--- config.mk ---
export PLATFORM = sky130hd
export DESIGN_NAME = fix_add_arbiter_flat
export DESIGN_NICKNAME = d
export VERILOG_FILES = /design/src/rtl/fix_add_arbiter_if.sv /design/src/rtl/fix_add_arbiter.sv /design/src/flat_wrapper.sv
export SDC_FILE = /design/constraint.sdc
export NUM_CORES = 1
export LEC_CHECK = 0
export ABC_AREA = 1
export BUFFER_PORTS_ARGS = -buffer_cell sky130_fd_sc_hd__buf_2
export CORE_UTILIZATION = 53
export CTS_BUF_LIST = sky130_fd_sc_hd__clkbuf_4
export DETAILED_ROUTE_END_ITERATION = 7
export PLACE_DENSITY = 0.85
export SKIP_CTS_REPAIR_TIMING = 1
export SLEW_MARGIN = 10
export SYNTH_ARGS = -nofsm -noshare
export SYNTH_HDL_FRONTEND = slang
export SYNTH_SLANG_ARGS = --single-unit
export TNS_END_PERCENT = 10
--- constraint.sdc ---
create_clock -name clk -period 5.8 [get_ports clk]
set_input_delay 0.58 -clock clk [delete_from_list [all_inputs] [get_ports clk]]
set_output_delay 0.58 -clock clk [all_outputs]
set_load 0.005 [all_outputs]
--- src/rtl/fix_add_arbiter_if.sv ---
// fix_add_arbiter_if
// Bundle of the request and result handshakes of fix_add_arbiter.
//   req_valid[NREQ]      requester i offers an operand pair
//   req_a/req_b[NREQ*N]  operands of requester i in bits [i*N +: N]
//   req_ready[NREQ]      one-hot (or zero) acceptance strobe
//   res_valid            result register holds a result
//   res_data[N]          sign-magnitude sum
//   res_id[IDW]          requester that owns res_data
//   res_ovf              magnitude carry-out flag
//   res_ready            consumer takes the result this cycle
// modport master: requesters plus consumer. modport slave: the arbiter/adder.
interface fix_add_arbiter_if #(
    parameter int N    = 16,
    parameter int NREQ = 4
);
    localparam int IDW = (NREQ > 1) ? $clog2(NREQ) : 1;

    logic [NREQ-1:0]   req_valid;
    logic [NREQ*N-1:0] req_a;
    logic [NREQ*N-1:0] req_b;
    logic [NREQ-1:0]   req_ready;
    logic              res_valid;
    logic [N-1:0]      res_data;
    logic [IDW-1:0]    res_id;
    logic              res_ovf;
    logic              res_ready;

    modport master (
        output req_valid, req_a, req_b, res_ready,
        input  req_ready, res_valid, res_data, res_id, res_ovf
    );

    modport slave (
        input  req_valid, req_a, req_b, res_ready,
        output req_ready, res_valid, res_data, res_id, res_ovf
    );
endinterface

--- src/rtl/fix_add_arbiter.sv ---
// fix_add_arbiter
// Round-robin arbiter in front of a single sign-magnitude fixed-point adder.
// One requester is accepted per cycle; its sum is registered into a one-deep
// result register that is handed to the consumer with a valid/ready handshake.
// Ports:
//   clk  - clock, all state on rising edge
//   rst  - synchronous active-high reset
//   bus  - fix_add_arbiter_if.slave (request and result handshakes)
module fix_add_arbiter #(
    parameter int Q    = 8,
    parameter int N    = 16,
    parameter int NREQ = 4
) (
    input  logic              clk,
    input  logic              rst,
    fix_add_arbiter_if.slave  bus
);
    localparam int IDW = (NREQ > 1) ? $clog2(NREQ) : 1;
    // One extra bit so pointer + offset (up to 2*NREQ-1) never wraps.
    localparam logic [IDW:0]   NREQ_W   = (IDW+1)'(NREQ);
    localparam logic [IDW-1:0] PTR_INIT = IDW'(NREQ - 1);

    generate
        if (NREQ < 2 || NREQ > 8 || Q < 0 || Q > N - 1) begin : g_param_check
            $error("fix_add_arbiter: illegal parameter combination");
        end
    endgenerate

    typedef enum logic {
        S_EMPTY = 1'b0,
        S_FULL  = 1'b1
    } state_t;

    state_t         state_q, state_d;
    logic [IDW-1:0] ptr_q, ptr_d;
    logic [N-1:0]   res_data_q, res_data_d;
    logic [IDW-1:0] res_id_q, res_id_d;
    logic           res_ovf_q, res_ovf_d;

    logic           grant_found;
    logic [IDW-1:0] grant_idx;
    logic [IDW:0]   cand;
    logic           accept_en;
    logic           accept;

    logic [N-1:0]   op_a, op_b;
    logic           sign_a, sign_b;
    logic [N-2:0]   mag_a, mag_b;
    logic [N-1:0]   mag_sum;
    logic [N-2:0]   mag_r;
    logic           sign_r, ovf_r;

    // ------------------------------------------------------------------
    // Round-robin search: offsets 1..NREQ from the last grant, so the
    // last-granted requester is checked last.
    // ------------------------------------------------------------------
    always_comb begin
        grant_found = 1'b0;
        grant_idx   = '0;
        cand        = '0;
        for (int k = 1; k <= NREQ; k++) begin
            cand = {1'b0, ptr_q} + (IDW+1)'(k);
            if (cand >= NREQ_W) begin
                cand = cand - NREQ_W;
            end
            if (!grant_found && bus.req_valid[cand[IDW-1:0]]) begin
                grant_found = 1'b1;
                grant_idx   = cand[IDW-1:0];
            end
        end
    end

    // The single result slot can take a new sum when empty, or when the
    // consumer drains it in this same cycle.
    assign accept_en = !rst && ((state_q == S_EMPTY) || bus.res_ready);
    assign accept    = accept_en && grant_found;

    generate
        for (genvar gi = 0; gi < NREQ; gi++) begin : g_ready
            assign bus.req_ready[gi] = accept && (grant_idx == IDW'(gi));
        end
    endgenerate

    // ------------------------------------------------------------------
    // Sign-magnitude adder on the granted operand pair
    // ------------------------------------------------------------------
    assign op_a   = bus.req_a[grant_idx*N +: N];
    assign op_b   = bus.req_b[grant_idx*N +: N];
    assign sign_a = op_a[N-1];
    assign sign_b = op_b[N-1];
    assign mag_a  = op_a[N-2:0];
    assign mag_b  = op_b[N-2:0];

    always_comb begin
        mag_sum = {1'b0, mag_a} + {1'b0, mag_b};
        mag_r   = '0;
        sign_r  = 1'b0;
        ovf_r   = 1'b0;
        if (sign_a == sign_b) begin
            mag_r  = mag_sum[N-2:0];
            ovf_r  = mag_sum[N-1];
            sign_r = sign_a;
        end else if (mag_a >= mag_b) begin
            mag_r  = mag_a - mag_b;
            sign_r = sign_a;
        end else begin
            mag_r  = mag_b - mag_a;
            sign_r = sign_b;
        end
        // A zero magnitude is always reported as +0, including a wrapped
        // same-sign sum and -0 + -0.
        if (mag_r == '0) begin
            sign_r = 1'b0;
        end
    end

    // ------------------------------------------------------------------
    // Result FSM: next state and register loads
    // ------------------------------------------------------------------
    always_comb begin
        state_d    = state_q;
        ptr_d      = ptr_q;
        res_data_d = res_data_q;
        res_id_d   = res_id_q;
        res_ovf_d  = res_ovf_q;

        case (state_q)
            S_EMPTY: begin
                if (accept) begin
                    state_d = S_FULL;
                end
            end
            S_FULL: begin
                if (bus.res_ready && !accept) begin
                    state_d = S_EMPTY;
                end
            end
            default: begin
                state_d = S_EMPTY;
            end
        endcase

        if (accept) begin
            ptr_d      = grant_idx;
            res_data_d = {sign_r, mag_r};
            res_id_d   = grant_idx;
            res_ovf_d  = ovf_r;
        end
    end

    always_ff @(posedge clk) begin
        if (rst) begin
            state_q    <= S_EMPTY;
            ptr_q      <= PTR_INIT;
            res_data_q <= '0;
            res_id_q   <= '0;
            res_ovf_q  <= 1'b0;
        end else begin
            state_q    <= state_d;
            ptr_q      <= ptr_d;
            res_data_q <= res_data_d;
            res_id_q   <= res_id_d;
            res_ovf_q  <= res_ovf_d;
        end
    end

    assign bus.res_valid = (state_q == S_FULL);
    assign bus.res_data  = res_data_q;
    assign bus.res_id    = res_id_q;
    assign bus.res_ovf   = res_ovf_q;

endmodule

--- src/flat_wrapper.sv ---
// flat-port wrapper written by rule: the top's interface ports become plain ports
module fix_add_arbiter_flat 
#(
    parameter int Q    = 8,
    parameter int N    = 16,
    parameter int NREQ = 4
)
  (clk, rst, bus_req_valid, bus_req_a, bus_req_b, bus_res_ready, bus_req_ready, bus_res_valid, bus_res_data, bus_res_id, bus_res_ovf);
  fix_add_arbiter_if #(.N(N), .NREQ(NREQ)) bus_i ();
  input  logic clk;
  input  logic rst;
  input wire logic [$bits(bus_i.req_valid)-1:0] bus_req_valid;
  input wire logic [$bits(bus_i.req_a)-1:0] bus_req_a;
  input wire logic [$bits(bus_i.req_b)-1:0] bus_req_b;
  input wire logic [$bits(bus_i.res_ready)-1:0] bus_res_ready;
  output wire logic [$bits(bus_i.req_ready)-1:0] bus_req_ready;
  output wire logic [$bits(bus_i.res_valid)-1:0] bus_res_valid;
  output wire logic [$bits(bus_i.res_data)-1:0] bus_res_data;
  output wire logic [$bits(bus_i.res_id)-1:0] bus_res_id;
  output wire logic [$bits(bus_i.res_ovf)-1:0] bus_res_ovf;
  assign bus_i.req_valid = bus_req_valid;
  assign bus_i.req_a = bus_req_a;
  assign bus_i.req_b = bus_req_b;
  assign bus_i.res_ready = bus_res_ready;
  assign bus_req_ready = bus_i.req_ready;
  assign bus_res_valid = bus_i.res_valid;
  assign bus_res_data = bus_i.res_data;
  assign bus_res_id = bus_i.res_id;
  assign bus_res_ovf = bus_i.res_ovf;
  fix_add_arbiter #(.Q(Q), .N(N), .NREQ(NREQ)) u_core (.clk(clk), .rst(rst), .bus(bus_i));
endmodule
# Word-level counts from Yosys, hierarchy flattened
# Cells that the tools add are included.
# word_totals
in_bits,135
mem_bits_ro,0
reg_bits,22
latch_bits,0
mem_count,0
elab_cells,79
ram_bits,0
# classes
n_mul,0
mux,29
n_addsub,11
eq_ne,4
n_div,0
bitwise,1
n_lt_le_gt_ge,9
n_reduce_logical,18
n_shift,2
# op_table
op,n
variable part select 64 x 7 -> 16 bit,2
two-way mux 15 bit,2
subtractor 15 bit,2
adder 15 x 15 -> 16 bit,1
two-way mux 2 bit,8
>= comparator 15 bit,1
zero test 15 bit,1
two-way mux 1 bit,14
">= comparator 3 bit, second input constant",4
"< comparator 2 x 3 -> 1 bit, second input constant",4
logical AND 1 bit,10
binary-select mux 1 bit (select 2 bit),4
"subtractor 2 x 1 -> 2 bit, second input constant",4
"adder 2 x 2 -> 3 bit, second input constant",2
zero test 1 bit,5
"equality test 2 bit, second input constant",2
"adder 2 x 1 -> 3 bit, second input constant",1
"adder 2 x 3 -> 3 bit, second input constant",1
"equality test 2 x 1 -> 1 bit, second input constant",1
zero test 2 bit,1
case mux 1 bit (2 select lines),1
equality test 1 bit,1
logical OR 1 bit,1
NOT 1 bit,1

# Logic depth before layout (Yosys ltp)
# depth
depth_word,21
depth_mapped,39
ltp_nobuf,37

# Worst setup path before layout
# OpenSTA, ideal clock, no wires.
# synth_path
path_type,input to register
startpoint,in bus_req_valid[0]
endpoint,"reg u_core.res_data_q[15], in the netlist u_core.bus.res_data[15]"
required_time_ns,5.680
path_buffers,4
setup_time_ns,0.120
arrival_ns,4.411
setup_slack_ns,1.269
path_stages,33
path_cell_list,nand2_1 -> nand2_2 -> nand2_2 -> nand2_2 -> inv_2 -> nand2_1 -> nand2_4 -> nand3_4 -> buf_8 -> nand2_1 -> clkbuf_1 -> o22ai_1 -> nor2_1 -> o21a_1 -> ha_1 -> buf_2 -> inv_1 -> nand2_1 -> o21ai_2 -> a21oi_1 -> o21ai_1 -> nand3_1 -> nand3_2 -> buf_2 -> nor2_1 -> a22oi_1 -> nand4_1 -> nand3_1 -> nand2_1 -> nor2_1 -> nand3_1 -> o21bai_1 -> a21oi_1
# synth_between
elab_chain_len,18
# synth_rtl
item,line_no,rtl
start: declaration,flat_wrapper.sv:12,input wire logic [$bits(bus_i.req_valid)-1:0] bus_req_valid;
binary-select mux 1 bit (select 2 bit),fix_add_arbiter.sv:66,if (!grant_found && bus.req_valid[cand[IDW-1:0]]) begin
two-way mux 1 bit (implied by the code),fix_add_arbiter.sv:66,
two-way mux 1 bit,fix_add_arbiter.sv:66,
zero test 1 bit,fix_add_arbiter.sv:66,
logical AND 1 bit,fix_add_arbiter.sv:66,
two-way mux 1 bit,fix_add_arbiter.sv:66,
zero test 1 bit,fix_add_arbiter.sv:66,
logical AND 1 bit,fix_add_arbiter.sv:66,
(+2 left out),-,
logical AND 1 bit,fix_add_arbiter.sv:66,
two-way mux 2 bit,fix_add_arbiter.sv:66,
"variable part select 64 x 7 -> 16 bit, on equally long branches","fix_add_arbiter.sv:88, fix_add_arbiter.sv:87",
subtractor 15 bit (tied with other cells),fix_add_arbiter.sv:107,mag_r = mag_b - mag_a;
two-way mux 15 bit,fix_add_arbiter.sv:103,end else if (mag_a >= mag_b) begin
two-way mux 15 bit,fix_add_arbiter.sv:99,if (sign_a == sign_b) begin
zero test 15 bit,fix_add_arbiter.sv:112,if (mag_r == '0) begin
two-way mux 1 bit,fix_add_arbiter.sv:112,
end signal: assignment,fix_add_arbiter.sv:161,res_data_q <= res_data_d;
end: declaration,fix_add_arbiter.sv:36,"logic [N-1:0] res_data_q, res_data_d;"
# Parallel ways exist; a longest one is shown, timed or not. The select of a mux whose other input is x is not followed.
# A chain may end at the register's enable or synchronous reset.

# Worst setup path in the final report
# layout_path
startpoint,reg u_core.ptr_q[1]
endpoint,"reg u_core.res_data_q[15], in the netlist u_core.bus.res_data[15]"
# layout_between
elab_chain_len,21
# layout_rtl
item,line_no,rtl
start: declaration,fix_add_arbiter.sv:35,"logic [IDW-1:0] ptr_q, ptr_d;"
start signal: assignment,fix_add_arbiter.sv:160,ptr_q <= ptr_d;
adder 2 x 1 -> 3 bit,fix_add_arbiter.sv:62,"cand = {1'b0, ptr_q} + (IDW+1)'(k);"
>= comparator 3 bit / subtractor 2 x 1 -> 2 bit (equally long branches),"fix_add_arbiter.sv:63, fix_add_arbiter.sv:64",
two-way mux 2 bit,fix_add_arbiter.sv:63,if (cand >= NREQ_W) begin
binary-select mux 1 bit (select 2 bit),fix_add_arbiter.sv:66,
two-way mux 1 bit (implied by the code),fix_add_arbiter.sv:66,
two-way mux 1 bit,fix_add_arbiter.sv:66,
zero test 1 bit,fix_add_arbiter.sv:66,
logical AND 1 bit,fix_add_arbiter.sv:66,
(+5 left out),-,
logical AND 1 bit,fix_add_arbiter.sv:66,
two-way mux 2 bit,fix_add_arbiter.sv:66,
"variable part select 64 x 7 -> 16 bit, on equally long branches","fix_add_arbiter.sv:88, fix_add_arbiter.sv:87",
subtractor 15 bit (tied with other cells),fix_add_arbiter.sv:107,
two-way mux 15 bit,fix_add_arbiter.sv:103,
two-way mux 15 bit,fix_add_arbiter.sv:99,
zero test 15 bit,fix_add_arbiter.sv:112,
two-way mux 1 bit,fix_add_arbiter.sv:112,
# Parallel ways exist; a longest one is shown, timed or not. The select of a mux whose other input is x is not followed.

==> run_results.csv <==
group,metric,value,unit
sta,drv_slew,0,
worst_setup_path,start_kind,"flop",
sta,clock.fmax,192,MHz
worst_hold_path,min_path_type,"flop to flop",
sta,rsz0062_at_grt,"no",
detailed_routing,via_per_inst,5.39,
grt,grt_max_degree,29,
worst_setup_path,cp_slowest_cell,"dfxtp_1",
worst_setup_path,critPathRequiredTime,6000,ps
sta,fin_crit,5220,ps
placed_design,dp.cells,1010,
grt,grt_antenna_before_repair,0,
clock_network,numClockSinks,22,
clock_network,cts-root-buf,"clkbuf_4",
floorplanning,fp-row-count,32,
clock_network,htreeDepth,1,
floorplanning,fp.dieW,93.1,um
layout,drive_gt1_share,24.9,%
logic_synthesis,synth_area_leader_cell,"nand2_1",
sta,clock_skew,8.47,ps
grt,first_global_vias,5043,
floorplanning,io_pins,159,
sta,slew_headroom,56.8,%
clock_network,cts_made_buffers,3,
sta,finalHoldViolCount,0,
layout,final_common_cell,"nand2_1",
outcome,outcome,"finished clean",
grt,grt_use_total,31.9,%
detailed_routing,wl_met3,1090,um
job,drv_cap,0,
logic_synthesis,synth-seq-cells,22,
placed_design,routabilityCongestion,1.02,
worst_setup_path,crit_arrival,5420,ps
clock_network,cts_tree,"yes",
floorplanning,die_y,93.1,um
sta,tns,0,ps
layout,final_nets,1099,
worst_setup_path,path_common_cell,"nand2_1",
layout,areaGrowthSynthToFinish,21.9,%
logic_synthesis,avgSynthCellArea,5.79,um^2
floorplanning,coreArea,0.00789,mm^2
floorplanning,start_util,55.8,%
logic_synthesis,netlist_area,0.00440,mm^2
clock_network,path_clk_slew,110,ps
detailed_routing,final_antenna_net_count,0,
detailed_routing,wire_per_inst,13.7,um
logic_synthesis,synthArstFlopShare,0,%
logic_synthesis,yosys_warnings,0,
layout,antennaDiodeCount,0,
worst_setup_path,cp_max_fo,16,
detailed_routing,topRoutingLayerUsed,"met4",
detailed_routing,drc,0,
clock_network,clock_latency,300,ps
worst_setup_path,cpPeakStageDelay,520,ps
logic_synthesis,synth-main-ff-cell,"dfxtp_1",
placed_design,port_buffers,158,
worst_setup_path,crit_type,"flop to flop",
worst_setup_path,endpoint_kind,"flop",
grt,grt_overflow,0,
detailed_routing,drt_pass1_iterations,7,
layout,final_cell_mix,"187 x nand2_1, 158 x buf_2, 100 x nor2_1",
logic_synthesis,yosysUniqueCellTypes,46,
logic_synthesis,synthTopCellsByArea,"nand2_1 16%, ha_1 13%, dfxtp_1 10%",
detailed_routing,wl,14000,um
logic_synthesis,synth_nets,942,
logic_synthesis,synth_edf_count,0,
detailed_routing,wl_met1,6060,um
placed_design,dp_hpwl,11800,um
sta,finalSetupViolCount,0,
logic_synthesis,synth_top_area_share,16.0,%
detailed_routing,routed-via-count,5489,
logic_synthesis,syn_inst,760,
grt,grt_pass1_wl,22600,um
detailed_routing,wl_met2,6550,um
detailed_routing,drt_iter0_drc,491,
sta,finalCritPeriodShare,89.9,%
sta,tightest_slew,641,ps
layout,instances_no_fill,1018,
clock_network,clockBufferDepth,2,
logic_synthesis,yosysSeqAreaShare,10.0,%
floorplanning,die_area,0.00867,mm^2
[per-layer routing]
metal / GRT usage (%) / up-vias
met5: 0 / -
met3: 2.68 / 24
met2: 57.6 / 258
met1: 41.2 / 2414
met4: 6.67 / 0
li1: - / 2793
[state kept, by name (all words and copies together), names as in the netlist]
name and flops:
u_core.bus.res_data 16, u_core.bus.res_id 2, u_core.bus.res_valid 1, u_core.bus.res_ovf 1
u_core.ptr_q 2
[final timing paths]
path | startpoint | endpoint | slack (ps) | cells past startpoint
worst max register to register | u_core.ptr_q[1]$_SDFFE_PP1P_ | u_core.bus.res_data[15]$_SDFFE_PP0P_ | 580 | 36
worst min register to register | u_core.bus.res_id[0]$_SDFFE_PP0P_ | u_core.bus.res_id[0]$_SDFFE_PP0P_ | 470 | 2
worst max-delay path | u_core.ptr_q[1]$_SDFFE_PP1P_ | u_core.bus.res_data[15]$_SDFFE_PP0P_ | 580 | 36
worst min-delay path | u_core.bus.res_id[0]$_SDFFE_PP0P_ | u_core.bus.res_id[0]$_SDFFE_PP0P_ | 470 | 2
[final cells by class]
class | count | area, um^2
sequential | 22 | 442
timing repair buffer | 175 | 931
tap | 102 | 128
multi-input combinational | 611 | 3440
clock inverter | 1 | 3.75
clock buffer | 3 | 22.5
inverter | 104 | 402
fill | 754 | 2520
[per-stage QoR]
step | worst slack, ps | utilization, % | hold WS (ps) | area [um^2]
final | 584 | 68.0 | 471 | 5360
after global routing | 13.0 | 68.0 | 501 | 5360
after CTS | 403 | 67.5 | 471 | 5320
after detailed placement | 429 | 67.2 | 455 | 5300
after global placement | 481 | 67.2 | 452 | 5300
after floorplan | 1270 | - | 456 | 4400
[worst max-delay path: cells and delay by family, from the launching register on]
| kind | cells | cell delay (ps) |
|---|---|---|
| simple gates | 22 | 2180 |
| flops | 1 | 520 |
| buf+inv | 5 | 820 |
| fa+ha+maj | 1 | 410 |
| compound gates | 8 | 1150 |
[synthesized netlist by cell type, types with 2 or more instances]
library cell    n
a21oi_1        39
a221oi_1        4
a22oi_1         4
a31oi_1         6
buf_2           4
buf_6           4
clkbuf_1       14
clkinv_1        2
dfxtp_1        22
fa_1            3
ha_1           44
inv_1          95
inv_2           6
nand2_1       188
nand2_2        20
nand2_4         3
nand3_1        46
nand3_2         5
nand3_4         2
nand4_1        12
nor2_1        100
nor2_2          3
nor2_4          3
nor3_1          7
o21a_1         27
o21ai_0        36
o21bai_1        3
o22ai_1        28
o31ai_1         2
or2_2           2
xnor2_1         2
xor2_1         10
[cells by family (layout without fill, tap and decap cells)]
kind of cell	after synthesis	after routing	synth area share [%]
simple gates	393	393	39.6
buf+inv	127	283	12.0
fa+ha+maj	47	47	13.9
xor+xnor	12	12	2.39
compound gates	159	159	22.1
flops	22	22	10.0
Power is not shown: default switching activity piles up to over one toggle a cycle in this logic, so the estimate is an artifact.
